$ cat src/rtl/wram_arbiter_if.sv
// Memory-controller side of the WRAM arbiter.
// Level request held until a one-cycle acknowledge.
interface wram_mem_if #(
    parameter int AW = 17,
    parameter int DW = 8
);
    logic          MEM_REQ;
    logic          MEM_WE;
    logic [AW-1:0] MEM_A;
    logic [DW-1:0] MEM_D;
    logic          MEM_ACK;
    logic [DW-1:0] MEM_Q;

    modport master (
        output MEM_REQ, MEM_WE, MEM_A, MEM_D,
        input  MEM_ACK, MEM_Q
    );

    modport slave (
        input  MEM_REQ, MEM_WE, MEM_A, MEM_D,
        output MEM_ACK, MEM_Q
    );
endinterface

$ cat src/rtl/wram_arbiter.sv
// WRAM arbiter: SNES strobe edges and host requests
// sequenced onto one req/ack memory port, SNES first.
module wram_arbiter #(
    parameter int AW = 17,
    parameter int DW = 8
) (
    input  logic          CLK,
    input  logic          RST_N,
    input  logic          ENABLE,
    input  logic [AW-1:0] SNES_A,
    input  logic [DW-1:0] SNES_D,
    input  logic          SNES_RD_N,
    input  logic          SNES_WE_N,
    output logic [DW-1:0] SNES_Q,
    input  logic          HOST_REQ,
    input  logic          HOST_WE,
    input  logic [AW-1:0] HOST_A,
    input  logic [DW-1:0] HOST_D,
    output logic          HOST_ACK,
    output logic [DW-1:0] HOST_Q,
    wram_mem_if.master    mem,
    output logic          BUSY,
    output logic          OVERRUN
);
    typedef enum logic [1:0] {IDLE, SNES_ACC, HOST_ACC} state_t;

    state_t        state_q, state_d;
    logic          rd_n_q, we_n_q;
    logic          snes_pend_q, snes_pend_d;
    logic [AW-1:0] slot_a_q, slot_a_d;
    logic [DW-1:0] slot_d_q, slot_d_d;
    logic          slot_we_q, slot_we_d;
    logic          mem_req_q, mem_req_d;
    logic          mem_we_q, mem_we_d;
    logic [AW-1:0] mem_a_q, mem_a_d;
    logic [DW-1:0] mem_d_q, mem_d_d;
    logic          host_ack_q, host_ack_d;
    logic [DW-1:0] host_q_q, host_q_d;
    logic [DW-1:0] snes_q_q, snes_q_d;
    logic          overrun_q, overrun_d;

    logic rd_fall, we_fall, snes_edge;

    // Strobe falling edges; a write edge wins over a read edge.
    assign rd_fall   = rd_n_q & ~SNES_RD_N;
    assign we_fall   = we_n_q & ~SNES_WE_N;
    assign snes_edge = ENABLE & (rd_fall | we_fall);

    // Next-state: arbitration FSM, SNES slot capture, overrun detect.
    always_comb begin
        state_d     = state_q;
        snes_pend_d = snes_pend_q;
        slot_a_d    = slot_a_q;
        slot_d_d    = slot_d_q;
        slot_we_d   = slot_we_q;
        mem_req_d   = mem_req_q;
        mem_we_d    = mem_we_q;
        mem_a_d     = mem_a_q;
        mem_d_d     = mem_d_q;
        host_ack_d  = 1'b0;
        host_q_d    = host_q_q;
        snes_q_d    = snes_q_q;
        overrun_d   = overrun_q;

        unique case (state_q)
            IDLE: begin
                if (snes_pend_q) begin
                    state_d     = SNES_ACC;
                    mem_req_d   = 1'b1;
                    mem_we_d    = slot_we_q;
                    mem_a_d     = slot_a_q;
                    mem_d_d     = slot_d_q;
                    snes_pend_d = 1'b0;
                end else if (HOST_REQ && !host_ack_q) begin
                    state_d   = HOST_ACC;
                    mem_req_d = 1'b1;
                    mem_we_d  = HOST_WE;
                    mem_a_d   = HOST_A;
                    mem_d_d   = HOST_D;
                end
            end
            SNES_ACC: begin
                if (mem.MEM_ACK) begin
                    state_d   = IDLE;
                    mem_req_d = 1'b0;
                    if (!mem_we_q) snes_q_d = mem.MEM_Q;
                end
            end
            HOST_ACC: begin
                if (mem.MEM_ACK) begin
                    state_d    = IDLE;
                    mem_req_d  = 1'b0;
                    host_ack_d = 1'b1;
                    if (!mem_we_q) host_q_d = mem.MEM_Q;
                end
            end
            default: begin
                state_d   = IDLE;
                mem_req_d = 1'b0;
            end
        endcase

        // Slot is free again once issued above, so only an
        // unissued pending request counts as lost.
        if (snes_edge) begin
            if (snes_pend_d) overrun_d = 1'b1;
            snes_pend_d = 1'b1;
            slot_a_d    = SNES_A;
            slot_d_d    = SNES_D;
            slot_we_d   = we_fall;
        end
    end

    // State and output registers, synchronous reset.
    always_ff @(posedge CLK) begin
        if (!RST_N) begin
            state_q     <= IDLE;
            rd_n_q      <= 1'b1;
            we_n_q      <= 1'b1;
            snes_pend_q <= 1'b0;
            slot_a_q    <= '0;
            slot_d_q    <= '0;
            slot_we_q   <= 1'b0;
            mem_req_q   <= 1'b0;
            mem_we_q    <= 1'b0;
            mem_a_q     <= '0;
            mem_d_q     <= '0;
            host_ack_q  <= 1'b0;
            host_q_q    <= '0;
            snes_q_q    <= '0;
            overrun_q   <= 1'b0;
        end else begin
            state_q     <= state_d;
            rd_n_q      <= SNES_RD_N;
            we_n_q      <= SNES_WE_N;
            snes_pend_q <= snes_pend_d;
            slot_a_q    <= slot_a_d;
            slot_d_q    <= slot_d_d;
            slot_we_q   <= slot_we_d;
            mem_req_q   <= mem_req_d;
            mem_we_q    <= mem_we_d;
            mem_a_q     <= mem_a_d;
            mem_d_q     <= mem_d_d;
            host_ack_q  <= host_ack_d;
            host_q_q    <= host_q_d;
            snes_q_q    <= snes_q_d;
            overrun_q   <= overrun_d;
        end
    end

    // Output mapping.
    assign mem.MEM_REQ = mem_req_q;
    assign mem.MEM_WE  = mem_we_q;
    assign mem.MEM_A   = mem_a_q;
    assign mem.MEM_D   = mem_d_q;
    assign SNES_Q      = snes_q_q;
    assign HOST_Q      = host_q_q;
    assign HOST_ACK    = host_ack_q;
    assign OVERRUN     = overrun_q;
    assign BUSY        = (state_q != IDLE) | snes_pend_q;
endmodule

$ cat src/flat_wrapper.sv
// flat-port wrapper written by rule: the top's interface ports become plain ports
module wram_arbiter_flat 
#(
    parameter int AW = 17,
    parameter int DW = 8
)
  (CLK, RST_N, ENABLE, SNES_A, SNES_D, SNES_RD_N, SNES_WE_N, SNES_Q, HOST_REQ, HOST_WE, HOST_A, HOST_D, HOST_ACK, HOST_Q, BUSY, OVERRUN, mem_MEM_REQ, mem_MEM_WE, mem_MEM_A, mem_MEM_D, mem_MEM_ACK, mem_MEM_Q);
  wram_mem_if #(.AW(AW), .DW(DW)) mem_i ();
  input  logic CLK;
  input  logic RST_N;
  input  logic ENABLE;
  input  logic [AW-1:0] SNES_A;
  input  logic [DW-1:0] SNES_D;
  input  logic SNES_RD_N;
  input  logic SNES_WE_N;
  output logic [DW-1:0] SNES_Q;
  input  logic HOST_REQ;
  input  logic HOST_WE;
  input  logic [AW-1:0] HOST_A;
  input  logic [DW-1:0] HOST_D;
  output logic HOST_ACK;
  output logic [DW-1:0] HOST_Q;
  output logic BUSY;
  output logic OVERRUN;
  output wire logic [$bits(mem_i.MEM_REQ)-1:0] mem_MEM_REQ;
  output wire logic [$bits(mem_i.MEM_WE)-1:0] mem_MEM_WE;
  output wire logic [$bits(mem_i.MEM_A)-1:0] mem_MEM_A;
  output wire logic [$bits(mem_i.MEM_D)-1:0] mem_MEM_D;
  input wire logic [$bits(mem_i.MEM_ACK)-1:0] mem_MEM_ACK;
  input wire logic [$bits(mem_i.MEM_Q)-1:0] mem_MEM_Q;
  assign mem_MEM_REQ = mem_i.MEM_REQ;
  assign mem_MEM_WE = mem_i.MEM_WE;
  assign mem_MEM_A = mem_i.MEM_A;
  assign mem_MEM_D = mem_i.MEM_D;
  assign mem_i.MEM_ACK = mem_MEM_ACK;
  assign mem_i.MEM_Q = mem_MEM_Q;
  wram_arbiter #(.AW(AW), .DW(DW)) u_core (.CLK(CLK), .RST_N(RST_N), .ENABLE(ENABLE), .SNES_A(SNES_A), .SNES_D(SNES_D), .SNES_RD_N(SNES_RD_N), .SNES_WE_N(SNES_WE_N), .SNES_Q(SNES_Q), .HOST_REQ(HOST_REQ), .HOST_WE(HOST_WE), .HOST_A(HOST_A), .HOST_D(HOST_D), .HOST_ACK(HOST_ACK), .HOST_Q(HOST_Q), .mem(mem_i), .BUSY(BUSY), .OVERRUN(OVERRUN));
endmodule
$ cat config.mk
export PLATFORM = sky130hd
export DESIGN_NAME = wram_arbiter_flat
export DESIGN_NICKNAME = d
export VERILOG_FILES = /design/src/rtl/wram_arbiter_if.sv /design/src/rtl/wram_arbiter.sv /design/src/flat_wrapper.sv
export SDC_FILE = /design/constraint.sdc
export NUM_CORES = 1
export LEC_CHECK = 0
export BUFFER_PORTS_ARGS = -buffer_cell sky130_fd_sc_hd__buf_2
export CAP_MARGIN = 20
export CORE_MARGIN = 4
export CORE_UTILIZATION = 35
export CTS_BUF_LIST = sky130_fd_sc_hd__clkbuf_4 sky130_fd_sc_hd__clkbuf_8 sky130_fd_sc_hd__clkbuf_16
export CTS_CLUSTER_DIAMETER = 50
export DETAILED_ROUTE_END_ITERATION = 6
export PLACE_DENSITY_LB_ADDON = 0.2
export SETUP_SLACK_MARGIN = 0.2
export SKIP_CTS_REPAIR_TIMING = 1
export SYNTH_ARGS = -nofsm -noshare
export SYNTH_HDL_FRONTEND = slang
export SYNTH_SLANG_ARGS = --single-unit
$ cat constraint.sdc
create_clock -name CLK -period 2.6 [get_ports CLK]
set_input_delay 0 -clock CLK [delete_from_list [all_inputs] [get_ports CLK]]
set_output_delay 0 -clock CLK [all_outputs]
set_load 0.01 [all_outputs]
== Word level (Yosys, flattened, before mapping) ==
Index checks and enable logic that the tools add are counted.

* Eq/ne operators: 4
* Muxes and demuxes: 17
* Bitwise logic cells: 8
* Reduce and logical (&&, ||, !) cells: 12

{| class="wikitable"
|+ Operators by type and width
! operator !! number
|-
| $mux W17 || 2
|-
| $mux W8 || 2
|-
| $mux W1 || 8
|-
| $reduce_and A2 Y1 || 4
|-
| $mux W2 || 3
|-
| $reduce_and A3 Y1 || 2
|-
| $pmux W2 S2 || 1
|-
| $reduce_bool A2 Y1 || 2
|-
| $and A1 B1 Y1 || 3
|-
| $ne A3 B1 Y1 const B || 1
|-
| $not A1 Y1 || 3
|-
| $eq A2 B1 Y1 const B || 1
|-
| $eq A2 B2 Y1 const B || 1
|-
| $logic_not A2 Y1 || 1
|-
| $ne A2 B1 Y1 const B || 1
|-
| $or A1 B1 Y1 || 2
|-
| $pmux W1 S2 || 1
|-
| $reduce_or A2 Y1 || 1
|-
| $logic_and A1 B1 Y1 || 1
|-
| $logic_not A1 Y1 || 1
|}

* Register bits: 76
* Bits of input ports: 66
* Output and inout bits: 46
* Word-level logic and storage cells: 56

== Depth between registers and ports, before layout ==
Gate-level depths: netlist (run 1).

* Word-level depth: 5
* Gate-level depth with buffers: 6
* Gate-level depth less buffers: 5

== Worst setup path before layout (run 1) ==
No wires, ideal clock.

* Path type: reg-to-reg
* Start point: register u_core.state_q[0]
* End point: register u_core.state_q[1]
* Setup time: 0.119 ns
* Arrival: 1.203 ns
* Data required time: 2.481 ns
* Slack: 1.278 ns
* Cell stages (with the launch flop): 6
* Path buffers: 0
* Period minus slack after synthesis: 1.322 ns
* Cells stage by stage: dfxtp_1 > inv_1 > ha_1 > nor2b_1 > a21oi_1 > o221a_2

* Cells in the longest elaborated chain, start to end: 4
* Elaborated cells between the ends (all ways): 8
* Those cells by class: 4 x eq/ne; 1 x mux; 3 x reduce/logical

{| class="wikitable"
|+ RTL lines
! element !! line !! source
|-
| start: declaration || wram_arbiter.sv:27 || <nowiki>state_t state_q, state_d;</nowiki>
|-
| start signal: assignment || wram_arbiter.sv:133 || <nowiki>state_q <= state_d;</nowiki>
|-
| $eq A2 B1 Y1 / $eq A2 B2 Y1 (equally long branches) || wram_arbiter.sv:65 || <nowiki>unique case (state_q)</nowiki>
|-
| $reduce_or A2 Y1 (no line) || -- ||
|-
| $ne A2 B1 Y1 (no line) || -- ||
|-
| $reduce_and A2 Y1 (no line) || -- ||
|}

Parallel ways exist; a longest one is shown, timed or not.
A chain may end at the register's enable or synchronous reset.

== Worst setup path after layout (run 1) ==
* Start point: register u_core.snes_pend_q
* End point: register u_core.mem_a_q[16], in the netlist u_core.mem.MEM_A[16]

* Cells in the longest elaborated chain, start to end: 2
* Elaborated cells between the ends (all ways): 3
* Those cells by class: 1 x mux; 2 x reduce/logical

{| class="wikitable"
|+ RTL lines
! element !! line !! source
|-
| start: declaration || wram_arbiter.sv:29 || <nowiki>logic snes_pend_q, snes_pend_d;</nowiki>
|-
| start signal: assignment || wram_arbiter.sv:136 || <nowiki>snes_pend_q <= snes_pend_d;</nowiki>
|-
| $reduce_bool A2 Y1 (no line) || -- ||
|-
| $reduce_and A2 Y1 (no line) || -- ||
|-
| end signal: assignment || wram_arbiter.sv:142 || <nowiki>mem_a_q <= mem_a_d;</nowiki>
|-
| end: declaration || wram_arbiter.sv:35 || <nowiki>logic [AW-1:0] mem_a_q, mem_a_d;</nowiki>
|}

Parallel ways exist; a longest one is shown, timed or not.

==> metrics.txt, run 1 <==
remaining antenna violation count 0; register area share after synthesis 45.6%; initial cell density of the core 36.1%; fraction of final layout cells sized beyond drive strength 1 between 30% and 40%; number of synthesis warnings 0; FF+latch count, synth 76; fin area 0.00453 mm^2; clock slew at reported path FFs 0.09 ns; first-pass GRT wire length 11900 um; Setup crit end kind register; top-count cell post-synth nand2_1; Worst path max stage delay roughly 0.63 ns; number of synthesized flops with an enable pin 0; worst slew pin tran around 0.8 ns; drt via density 4.45; CTS tree done; final-layout fill cell count 894; Worst Hold Class in -> reg; CTS H-tree depth 3; met3 Usage GRT 3.98%; pwr/cell area 646 mW/mm^2; leading area contributor after synthesis dfxtp_1; Post-route DRC 0; Cells after DPL 567; list of most frequent post-synthesis cells nand2_1, dfxtp_1, mux2i_1; DIE AREA 0.0112 mm^2; top cells by area, synth dfxtp_1, mux2i_1, nand2_1; post-DR wirelength/cell around 13 um; vias in the first global route 2508; Hold Fails Final Rpt 0; worst-path fanout max 30; placed cell area 0.00394 mm^2; setup total negative slack 0 ns; GRT Util Overall 13.2%; CP startpoint kind register; IO Count 112; Max transition margin 46.5%; max-cap violation count 0; RSZ-0062 raised after global routing no; Nets 556; Avg Inst Size Synth 9.58 um^2; crit-path cells o21ai_4 -> buf_4 -> mux2i_1; Synth top area share a little under half; Top Family by Delay on Critical Path compound AO/OA/AOI/OAI gates; Mapped Cells roughly 350; Setup-failing EPs final 0; Die X 106 um; worst path bufs/invs 1; CP Data Required Time between 2 and 3 ns; chip height around 110 um; slowest CP cell o21ai_4; met2 GRT Util 20.1%; Worst Path Class, Setup reg -> reg; Power, Total between 2000 and 3000 uW; routed wire length roughly 7900 um; Pre-antenna DRT Iters 4; critical path startpoint u_core.snes_pend_q$_SDFF_PN0_; hold_sp HOST_A[15]; largest net degree at the start of global routing 85; Final Max Tran Viols 0; GRT busiest layer met2; initial DRC count 102; CTS Buf Count 9; Core Area 0.00924 mm^2; Final Cycle Share 70.7%; ANT cells 0; fraction of registers with async set/reset 0%; peak supply drop 0.000259 V; Placer Congestion 0.739; Buffers on Ports 111; DR vias 2757; clk root buf clkbuf_8; met1 Resource Use GR 17.5%; Layout Cells excl Fill 620; Row Count 35; global route total overflow 0; Fmax 0.544 GHz; dominant synthesized flop cell dfxtp_1; WP data arrival 2.10 ns; clk buf depth 2; clock sinks 76; Post-Syn Area 0.00333 mm^2; Leak 0.00223 uW; Clock Latency Late Sink 0.34 ns; Clock Skews 0.0107 ns; initial antenna violation count 0; Cell variety after synth 26; Tmin final around 1.8 ns; outcome completed; Detailed Place HPWL 5220 um; FF-to-FF Start u_core.snes_pend_q$_SDFF_PN0_; P&R area growth vs syn 35.8%; syn nets 418
-- registers in the layout (all words and copies together) (netlist names) --
name	cells
u_core.HOST_ACK	1
u_core.HOST_Q	8
u_core.OVERRUN	1
u_core.SNES_Q	8
u_core.mem.MEM_A	17
u_core.mem.MEM_D	8
u_core.mem.MEM_REQ	1
u_core.mem.MEM_WE	1
u_core.rd_n_q	1
u_core.slot_a_q	17
u_core.slot_d_q	8
u_core.slot_we_q	1
u_core.snes_pend_q	1
u_core.state_q	2
u_core.we_n_q	1
-- through the flow --
| stage | util (%) | setup slack (ns) | hold WS (ns) |
|---|---|---|---|
| after floorplan | - | 1.28 | 0.101 |
| after global placement | 42.6 | 0.786 | 0.202 |
| after detailed placement | 42.6 | 0.720 | 0.209 |
| after CTS | 45.0 | 0.700 | -0.157 |
| after global routing | 49.0 | 0.638 | 0.0480 |
| final | 49.0 | 0.763 | 0.0345 |
-- logic make-up (layout without fill, tap and decap cells) --
kind of cell	after synthesis	in the layout	synth area share, %
muxes	94	94	29.2
AOI/OAI and AO/OA	8	8	1.76
and+or+nand+nor	138	138	16.8
adders and majority gates	4	4	1.50
DFF	76	76	45.6
buffers and inverters	28	171	5.07
-- worst register-to-register path: stages (launching register included) --
cell	delay, ns
dfxtp_2	0.56
o21ai_4	0.63
buf_4	0.37
mux2i_1	0.21
-- layout by cell type (no fill, tap or decap), types with 3 or more instances in the layout --
master / n
nor2_1: 17
clkbuf_8: 13
nor2b_1: 6
dlygate4sd3_1: 37
mux2_1: 8
ha_1: 4
inv_1: 3
mux2_2: 18
nand3b_1: 4
dfxtp_1: 75
nand2_1: 105
buf_2: 110
buf_4: 4
nand2b_1: 3
mux2i_1: 68
-- worst paths after layout --
kind	endpoint	slack, ns	depth (start not counted)
worst max-delay path	u_core.mem.MEM_A[16]$_SDFFE_PN0P_	0.76	3
worst min-delay path	u_core.mem.MEM_A[15]$_SDFFE_PN0P_	0.03	4
worst max register to register	u_core.mem.MEM_A[16]$_SDFFE_PN0P_	0.76	3
worst min register to register	u_core.slot_a_q[5]$_SDFFE_PN0P_	0.46	2
-- power by group --
group	switching, uW	leakage [uW]	total (uW)	internal (uW)
clock network	426	0.000112	974	547
registers	73.8	0.000623	1350	1270
logic	294	0.00150	605	311
-- layer usage --
metal	vias up	wire [um]
met4	0	140
met5	-	0
li1	1423	-
met3	13	427
met1	1251	3730
met2	70	3630
-- cell type report --
class | count | area [um^2] | area share, %
multi-input cells | 244 | 1660 | 36.6
flip-flops and latches | 76 | 1520 | 33.6
repair buffers | 151 | 951 | 21.0
clock buffers | 13 | 179 | 3.95
well taps | 129 | 161 | 3.56
clock inverters | 3 | 42.5 | 0.939
inverters | 4 | 15.0 | 0.332
Note: power is estimated with default switching activity, not from simulation.
==> run 2: changes to the inputs <==
==> constraint.sdc (replaced) <==
create_clock -name CLK -period 1.6 [get_ports CLK]
set_input_delay 0 -clock CLK [delete_from_list [all_inputs] [get_ports CLK]]
set_output_delay 0 -clock CLK [all_outputs]
set_load 0.01 [all_outputs]
==> run 2 against run 1 <==
Die area is the same. Maximum frequency rose by 35%. Register-to-register slack lost 0.52 ns. Clock power is 68% higher. Core utilization grew 1.4 points.
==> metrics.txt, run 2 (same netlist as run 1, synthesis figures left out) <==
outcome completed; global route total overflow 0; Placer Congestion 0.703; Setup-failing EPs final 0; Die X 106 um; Hold Fails Final Rpt 0; DIE AREA 0.0112 mm^2; CP Data Required Time 1.84 ns; Worst Setup Slack post-DPL 0.154 ns; clk buf depth 2; Row Count 35; clock sinks 76; Buffers on Ports ~110; RSZ-0062 raised after global routing yes; Post-route DRC 0; first-pass GRT wire length roughly 12000 um; Pre-antenna DRT Iters 4; Leak 0.00228 uW; GRT Util Overall between 10% and 20%; fraction of final layout cells sized beyond drive strength 1 33.5%; CP startpoint kind register; ANT cells 0; routed wire length between 8000 and 9000 um; Detailed Place HPWL 5460 um; worst slew pin tran 0.482 ns; Fmax 0.737 GHz; largest net degree at the start of global routing 48; initial cell density of the core between 30% and 40%; CTS H-tree depth 3; slowest CP cell dfxtp_1; Worst Path Class, Setup reg -> reg; Top Family by Delay on Critical Path flip-flops; crit-path cells inv_2 -> ha_2 -> nor2b_4 -> a21oi_2 -> o221a_2; max-cap violation count 0; CTS Buf Count 9; Worst path max stage delay between 0.3 and 0.4 ns; CTS tree done; P&R area growth vs syn 39.8%; Final Cycle Share between 80% and 90%; WP data arrival 1.59 ns; peak supply drop 0.000469 V; Core Area 0.00924 mm^2; chip height 106 um; reg2reg setup slack 0.24 ns; Tmin final 1.36 ns; post-DR wirelength/cell 13.0 um; Final Max Tran Viols 0; Max transition margin 67.7%; commonest non-fill, non-tap cell in the layout buf_2; drt via density 4.47; vias in the first global route 2631; DR vias about 2800; Worst Hold Class in -> reg; Clock Latency Late Sink approximately 0.34 ns; worst path bufs/invs 1; remaining antenna violation count 0; most frequent cells in the layout buf_2, nand2_1, dfxtp_1; worst-path fanout max 4; initial DRC count 49; post-route worst setup slack 0.243 ns; pwr/cell area 1050 mW/mm^2; setup total negative slack 0 ns; clock slew at reported path FFs 0.08 ns; clk root buf clkbuf_8; initial antenna violation count 0; Nets between 500 and 600; Clock Skews 0.00633 ns; Setup crit end kind register; IO Count 112
run 2: area by class of cell:
type / count / area, um^2
inverter: 4 / 15.0
tap: 129 / 161
fill: 894 / 4580
clock buffer: 9 / 124
clock inverter: 7 / 100
multi-input combinational: 244 / 1680
timing repair buffer: 158 / 1060
sequential: 76 / 1530
run 2: per-layer routing:
layer / GRT usage (%) / wire (um) / up-vias
li1: - / - / 1431
met1: 16.4 / 3540 / 1288
met2: 22.8 / 4000 / 71
met3: 4.90 / 461 / 13
met4: 5.92 / 150 / 0
met5: 0 / 0 / -
run 2: metrics by stage:
stage          total power (uW)  cells  instance area (um^2)  hold WS, ns  util (%)
6_report                   4920    627                  4660       0.0239      50.5
5_1_grt                    5210    627                  4660       0.0206      50.5
4_1_cts                    4900    590                  4260       -0.157      46.1
3_5_place_dp               3240    574                  4040        0.210      43.7
3_3_place_gp               3210    574                  4040        0.203      43.7
2_1_floorplan              2850    348                  3330        0.101         -
run 2: where the power goes:
group          internal, uW  switching (uW)  total (uW)
sequential             2070             100        2170
combinational           585             528        1110
clock                   886             750        1640
run 2: final timing paths:
path                                                  startpoint                               end  cells past startpoint
worst min register to register  u_core.mem.MEM_D[5]$_SDFFE_PN0P_  u_core.mem.MEM_D[5]$_SDFFE_PN0P_                      2
worst max-delay path              u_core.state_q[1]$_SDFFE_PN0P_    u_core.state_q[1]$_SDFFE_PN0P_                      5
worst min-delay path                                   HOST_D[2]  u_core.mem.MEM_D[2]$_SDFFE_PN0P_                      4
worst max register to register    u_core.state_q[1]$_SDFFE_PN0P_    u_core.state_q[1]$_SDFFE_PN0P_                      5
run 2: worst register-to-register path, cell delays in order, from the launching register on:
cell and delay [ns]:
dfxtp_1 0.38, inv_2 0.07, ha_2 0.32, nor2b_4 0.18, a21oi_2 0.06, o221a_2 0.25
